`config.mk`:
```
export PLATFORM = sky130hd
export DESIGN_NAME = cv32e40p_apu_responder
export DESIGN_NICKNAME = d
export VERILOG_FILES = /design/src/rtl/cv32e40p_apu_responder.sv
export SDC_FILE = /design/constraint.sdc
export NUM_CORES = 2
export LEC_CHECK = 0
export BUFFER_PORTS_ARGS = -buffer_cell sky130_fd_sc_hd__buf_4
export CORE_MARGIN = 10
export CORE_UTILIZATION = 30
export DETAILED_ROUTE_END_ITERATION = 10
export GPL_ROUTABILITY_DRIVEN = 0
export PLACE_DENSITY = 0.46
export REMOVE_ABC_BUFFERS = 1
export SKIP_LAST_GASP = 1
export SLEW_MARGIN = 20
export SYNTH_ARGS = -nofsm -noshare
export SYNTH_HDL_FRONTEND = slang
export SYNTH_SLANG_ARGS = --single-unit
```
`constraint.sdc`:
```
create_clock -name clk_i -period 25.4 [get_ports clk_i]
set_input_delay 3.81 -clock clk_i [delete_from_list [all_inputs] [get_ports clk_i]]
set_output_delay 3.81 -clock clk_i [all_outputs]
set_load 0.005 [all_outputs]
```
`src/rtl/cv32e40p_apu_responder.sv`:
```
// APU responder model: accepts operations over req/gnt and returns a fixed
// integer result plus flags on rvalid after a fixed LATENCY-stage pipeline.
module cv32e40p_apu_responder #(
   parameter int unsigned LATENCY         = 2,
   parameter int unsigned MAX_OUTSTANDING = 2
) (
   input  logic             clk_i,
   input  logic             rst_n,
   input  logic             apu_req_i,
   output logic             apu_gnt_o,
   input  logic [2:0][31:0] apu_operands_i,
   input  logic [5:0]       apu_op_i,
   input  logic [14:0]      apu_flags_i,
   input  logic             gnt_stall_i,
   output logic             apu_rvalid_o,
   output logic [31:0]      apu_result_o,
   output logic [4:0]       apu_rflags_o
);

   localparam int unsigned   CW      = $clog2(MAX_OUTSTANDING + 1);
   localparam logic [CW-1:0] MAX_CNT = CW'(MAX_OUTSTANDING);

   typedef enum logic [5:0] {
      OP_ADD = 6'd0,
      OP_SUB = 6'd1,
      OP_MUL = 6'd2,
      OP_MAC = 6'd3,
      OP_MIN = 6'd4,
      OP_MAX = 6'd5
   } op_e;

   typedef struct packed {
      logic        valid;
      logic [31:0] result;
      logic [4:0]  rflags;
   } stage_t;

   logic [CW-1:0] r_outstanding;
   stage_t        r_pipe [LATENCY];
   stage_t        w_new;
   logic          w_accept;
   logic [31:0]   w_a, w_b, w_c;
   logic [31:0]   w_sum, w_diff, w_prod;
   logic [31:0]   w_res;
   logic [4:0]    w_fl;
   logic          w_unused;

   assign w_unused = ^apu_flags_i;

   assign apu_gnt_o = rst_n && apu_req_i && !gnt_stall_i && (r_outstanding < MAX_CNT);
   assign w_accept  = apu_req_i && apu_gnt_o;

   assign w_a    = apu_operands_i[0];
   assign w_b    = apu_operands_i[1];
   assign w_c    = apu_operands_i[2];
   assign w_sum  = w_a + w_b;
   assign w_diff = w_a - w_b;
   assign w_prod = w_a * w_b;

   // Flags are {NV,DZ,OF,UF,NX}; only OF (ADD/SUB) and NV (unsupported op) are used.
   always_comb begin
      w_res = '0;
      w_fl  = '0;
      case (apu_op_i)
         OP_ADD: begin
            w_res   = w_sum;
            w_fl[2] = (w_a[31] == w_b[31]) && (w_sum[31] != w_a[31]);
         end
         OP_SUB: begin
            w_res   = w_diff;
            w_fl[2] = (w_a[31] != w_b[31]) && (w_diff[31] != w_a[31]);
         end
         OP_MUL:  w_res = w_prod;
         OP_MAC:  w_res = w_prod + w_c;
         OP_MIN:  w_res = ($signed(w_a) < $signed(w_b)) ? w_a : w_b;
         OP_MAX:  w_res = ($signed(w_a) > $signed(w_b)) ? w_a : w_b;
         default: w_fl[4] = 1'b1;
      endcase
      w_new = w_accept ? {1'b1, w_res, w_fl} : '0;
   end

   // Idle stages carry zeros so the outputs read 0 whenever rvalid is low.
   always_ff @(posedge clk_i) begin
      if (!rst_n) begin
         for (int unsigned i = 0; i < LATENCY; i++) r_pipe[i] <= '0;
      end else begin
         r_pipe[0] <= w_new;
         for (int unsigned i = 1; i < LATENCY; i++) r_pipe[i] <= r_pipe[i-1];
      end
   end

   assign apu_rvalid_o = r_pipe[LATENCY-1].valid;
   assign apu_result_o = r_pipe[LATENCY-1].result;
   assign apu_rflags_o = r_pipe[LATENCY-1].rflags;

   always_ff @(posedge clk_i) begin
      if (!rst_n) begin
         r_outstanding <= '0;
      end else begin
         case ({w_accept, apu_rvalid_o})
            2'b10:   r_outstanding <= r_outstanding + 1'b1;
            2'b01:   r_outstanding <= r_outstanding - 1'b1;
            default: r_outstanding <= r_outstanding;
         endcase
      end
   end

   always_ff @(posedge clk_i) begin
      if (rst_n) begin
         assert (r_outstanding <= MAX_CNT);
         assert (!(apu_rvalid_o && !w_accept && r_outstanding == '0));
      end
   end

endmodule

```
Word level (Yosys, flattened, before mapping)

Memories as Yosys holds them, arrays and structs flattened.
Index checks and enable logic that the tools add are counted.

ROM bits: 0
Latch bits: 0
Bits of input ports: 121
Flip-flop bits (word level): 2
Output and inout bits: 39
Memories kept: 1
Bits in writable memories: 76

Memories:

| name   | depth | width | read ports | clocked after memory_dff | write ports | line | RTL |
|---|---|---|---|---|---|---|---|
| r_pipe | 2     | 38    | 2          | 0                        | 2           | 39   | `stage_t r_pipe [LATENCY];` |

Add/sub/neg operators: 5
Shifts and indexed selects: 0
Order comparisons: 3
Multipliers: 1
Eq/ne operators: 11
Multiplexer cells: 11
Div/mod/pow operators: 0
Bitwise gates (word level): 2
Reductions and logical operators: 10

Operators by type and width:

| operator                                                         | count |
|---|---|
| 32-bit one-hot mux with 6 select lines                           | 1 |
| 38-bit 2-to-1 mux                                                | 3 |
| 32-bit adder                                                     | 2 |
| 32-bit 2-to-1 mux                                                | 2 |
| 32-bit greater-than comparator                                   | 1 |
| 32-bit less-than comparator                                      | 1 |
| 32-bit by 32-bit multiplier with 32-bit output                   | 1 |
| 32-bit subtractor                                                | 1 |
| 6-bit by 2-bit == test with 1-bit output (second input constant) | 2 |
| 6-bit by 3-bit == test with 1-bit output (second input constant) | 2 |
| 6-bit by 1-bit == test with 1-bit output (second input constant) | 1 |
| 1-bit logical AND                                                | 6 |
| 6-bit logical NOT                                                | 1 |
| 6-bit OR reduction                                               | 1 |
| 2-bit one-hot mux with 2 select lines                            | 1 |
| 1-bit 2-to-1 mux                                                 | 3 |
| 1-bit != test                                                    | 3 |
| 2-bit by 1-bit adder with 2-bit output (second input constant)   | 1 |
| 2-bit by 1-bit == test with 1-bit output (second input constant) | 1 |
| 2-bit == test (second input constant)                            | 1 |
| 2-bit less-than comparator (second input constant)               | 1 |
| 1-bit OR                                                         | 2 |
| 1-bit one-hot mux with 2 select lines                            | 1 |
| 2-bit nonzero test                                               | 1 |
| other kinds (3)                                                  | 3 |

Logic depth before layout (Yosys ltp)

Depth after elaboration: 6
Depth in mapped cells: 34
Gate-level depth less buffers: 32

Worst setup path after synthesis

No wires, ideal clock.

Path kind: input-to-reg
Start: input apu_operands_i[13] in the netlist's numbering
End: memory r_pipe[0][33] in the netlist's numbering
Setup time: 0.130 ns
Data required time: 25.270 ns
Cell stages on the path: 32
Buffers on the path: 2
Path slack: 13.872 ns
Data arrival time: 11.399 ns
Cell sequence: clkbuf_1 > clkbuf_1 > and2_1 > fa_1 > fa_1 > fa_1 > inv_1 > fa_1 > inv_1 > fa_1 > inv_1 > fa_1 > inv_1 > fa_1 > fa_1 > ha_1 > a21oi_1 > o21a_1 > o21a_1 > a21oi_1 > or3_1 > and2_1 > ha_1 > nand3_1 > nor2_1 > nand2_1 > a211oi_1 > nor2_1 > a211o_1 > xnor2_1 > a221oi_1 > a31oi_1

RTL lines:

| element     | line | RTL |
|---|---|---|
| from (decl) | 11   | `input logic [2:0][31:0] apu_operands_i,` |
| to (decl)   | 39   |  |

==> flow_summary_export.csv <==
group,metric,value,unit
die,die_h,303,um
critical_path,critPathKind,"input pin to flop",
yosys,yosysMostFrequentCell,"inv_1",
yosys,ys_ff_latch,72,
timing,finalCritPeriodShare,51.1,%
timing,tightest_slew,918,ps
die,dieArea,91600,um^2
drt,viasPerCell,5.05,
drt,vias,19595,
cts,clock_sinks,72,
die,core,79100,um^2
die,start_util,30.3,%
timing,setup_violations,0,
cts,clockRootBuffer,"clkbuf_16",
timing,maxSlewViolCount,0,
yosys,ys_seq_area_share,6.01,%
timing,rsz0062_at_grt,"false",
timing,final_hold_viol_count,0,
timing,tns,0,ps
global_route,antenna_found_initial,3,
critical_path,cp.buffers_inverters,5,
timing,clock_skew,3.96,ps
cts,cts-resized-gates,0,
timing,relSlewSlack,38.3,%
finish,syn_to_final_growth,7.74,%
global_route,grt_pass1_vias,21430,
critical_path,slowest_stage,"o31ai_1",
cts,ctsHtreeMaxLevel,3,
place,io_buffers,141,
yosys,synth_cells,2844,
global_route,grt_pass1_wl,128000,um
drt,first_iter_violations,1253,
global_route,grt_max_degree,50,
cts,cts.path.max_buffers,2,
drt,wl_per_cell,21.4,um
yosys,async_flop_share,0,%
global_route,overflow,0,
timing,finalCriticalPeriod,12980,ps
worst_hold_path,hold_class,"flop to flop",
critical_path,end_kind,"flop",
critical_path,worstPathRequired,25620,ps
yosys,syn-cell-area,24000,um^2
yosys,yosysUniqueCellTypes,87,
drt,detail-route-antenna-nets,0,
yosys,synth-edff-count,0,
critical_path,crit_top_cell,"ha_1",
flow_run,max_cap_viol_count,0,
yosys,yosys.area.top_type,"fa_1",
finish,seq_area,1440,um^2
die,die_w,303,um
drt,first_pass_iters,5,
yosys,synth_top_cells_by_count,"inv_1, fa_1, nand2_1",
drt,routed_wl,82900,um
die,rows,103,
critical_path,path_delay_family,"adder cells",
run_status,outcome,"completed",
timing,fmax,77.0,MHz
yosys,synth_flop_cell,"dfxtp_1",
critical_path,path_max_fanout,26,
critical_path,cp.arrival,13200,ps
cts,cts_hold_buf,0,
finish,fillers,8411,
place,dp_hpwl,64100,um
yosys,synthTopCellsByArea,"fa_1, ha_1, and2_1, inv_1, dfxtp_1",
cts,post-cts-setup-buffer-count,0,
critical_path,slowest_delay,820,ps
finish,multi_input_area,19800,um^2
critical_path,crit_path_start_kind,"input pin",
yosys,syn_avg_cell_area,8.43,um^2
cts,numCtsBuffers,9,
die,ios,160,
finish,drive_above_1_share,7.21,%
drt,drcViolationCount,0,
global_route,track_usage,18.1,%
cts,cts_tree,"built",
cts,clk_pin_slew_worst_paths,60,ps
yosys,ys_warn_count,0,
yosys,yosys.area.top_type_share,34.3,%
cts,clkLatencyLatePin,320,ps
finish,layout.nets,3576,
## worst paths after layout
path	start	endpoint	slack, ps	cells past startpoint
worst min-delay path	r_pipe[0][23]	r_pipe[0][61]	430	1
worst max register to register	r_outstanding[1]	r_outstanding[1]	23460	5
worst max-delay path	apu_operands_i[0]	r_pipe[0][34]	12420	31
worst min register to register	r_pipe[0][23]	r_pipe[0][61]	430	1
## placed cells by master, fill, tap and decap left out, types with 8 or more instances in the layout
| master | synthesis | final |
|---|---|---|
| o21bai_1 | 17 | 17 |
| dfxtp_1 | 72 | 72 |
| nand4_1 | 8 | 8 |
| o21ai_0 | 54 | 54 |
| ha_1 | 218 | 218 |
| xor2_1 | 31 | 31 |
| o21a_1 | 26 | 26 |
| o31ai_1 | 12 | 12 |
| nor2_1 | 127 | 127 |
| a31oi_1 | 23 | 23 |
| or3_1 | 13 | 13 |
| or2_2 | 9 | 9 |
| buf_4 | 40 | 149 |
| fa_1 | 411 | 411 |
| inv_1 | 475 | 475 |
| a21o_1 | 61 | 61 |
| nand3_1 | 25 | 25 |
| a221oi_1 | 12 | 12 |
| nor3_1 | 38 | 37 |
| nor2b_1 | 11 | 11 |
| and2_1 | 289 | 289 |
| a221oi_2 | 8 | 8 |
| nand2_1 | 322 | 322 |
| clkbuf_16 | 0 | 9 |
| nand2b_1 | 12 | 12 |
| a211oi_1 | 22 | 22 |
| o211ai_1 | 9 | 9 |
| and3_1 | 9 | 9 |
| a21oi_1 | 114 | 114 |
| xnor2_1 | 104 | 104 |
| a22oi_1 | 19 | 19 |
| mux2i_1 | 8 | 8 |
## cells by family (layout without fill, tap and decap cells)
group	count (synthesis)	in the layout	share of synthesized area (%)
xor gates and xnor gates	137	137	5.13
muxes	13	13	0.585
and+or+nand+nor	885	885	18.3
buffers and inverters	658	643	11.3
adders and majority gates	629	629	45.7
other	1	4	0.0156
DFF	72	72	6.01
AOI/OAI and AO/OA	449	449	12.9
## per-stage QoR
step	hold slack [ps]	area [um^2]	utilization [%]	cells	setup slack (ps)
2_1_floorplan	412	23100	-	2666	14230
3_3_place_gp	418	25500	32.2	3865	12340
3_5_place_dp	422	25500	32.2	3865	12230
4_1_cts	436	25800	32.6	3881	12540
5_1_grt	442	25800	32.6	3881	11840
6_report	431	25800	32.6	3882	12420
## worst register-to-register path, delay by kind of cell (launching register included)
| family | cells | cell delay, ps |
|---|---|---|
| simple gates | 2 | 820 |
| fa+ha+maj | 1 | 350 |
| flops | 1 | 340 |
| buf+inv | 1 | 190 |
| compound gates | 1 | 170 |
## layout make-up
| type | count | area share (%) |
|---|---|---|
| timing repair buffer | 149 | 4.33 |
| multi-input combinational | 2116 | 76.8 |
| antenna | 1 | 0.00969 |
| clock inverter | 5 | 0.310 |
| inverter | 478 | 6.95 |
| clock buffer | 11 | 0.940 |
| tap | 1050 | 5.09 |
| sequential | 72 | 5.58 |
## routing by layer
layer,vias to the layer above,global-route usage [%],part of all wire [%]
met2,590,33.0,51
met3,100,1.55,4.5
met4,2,3.88,2.3
li1,8913,-,-
met5,-,0,0.016
met1,9990,22.9,42
## registers in the layout (all words and copies together) (netlist names)
register	cells
r_outstanding	2
r_pipe	70
Power is left out: the tool's default activity adds up to more than one toggle a clock period on the data nets, which glitch-free logic cannot reach.
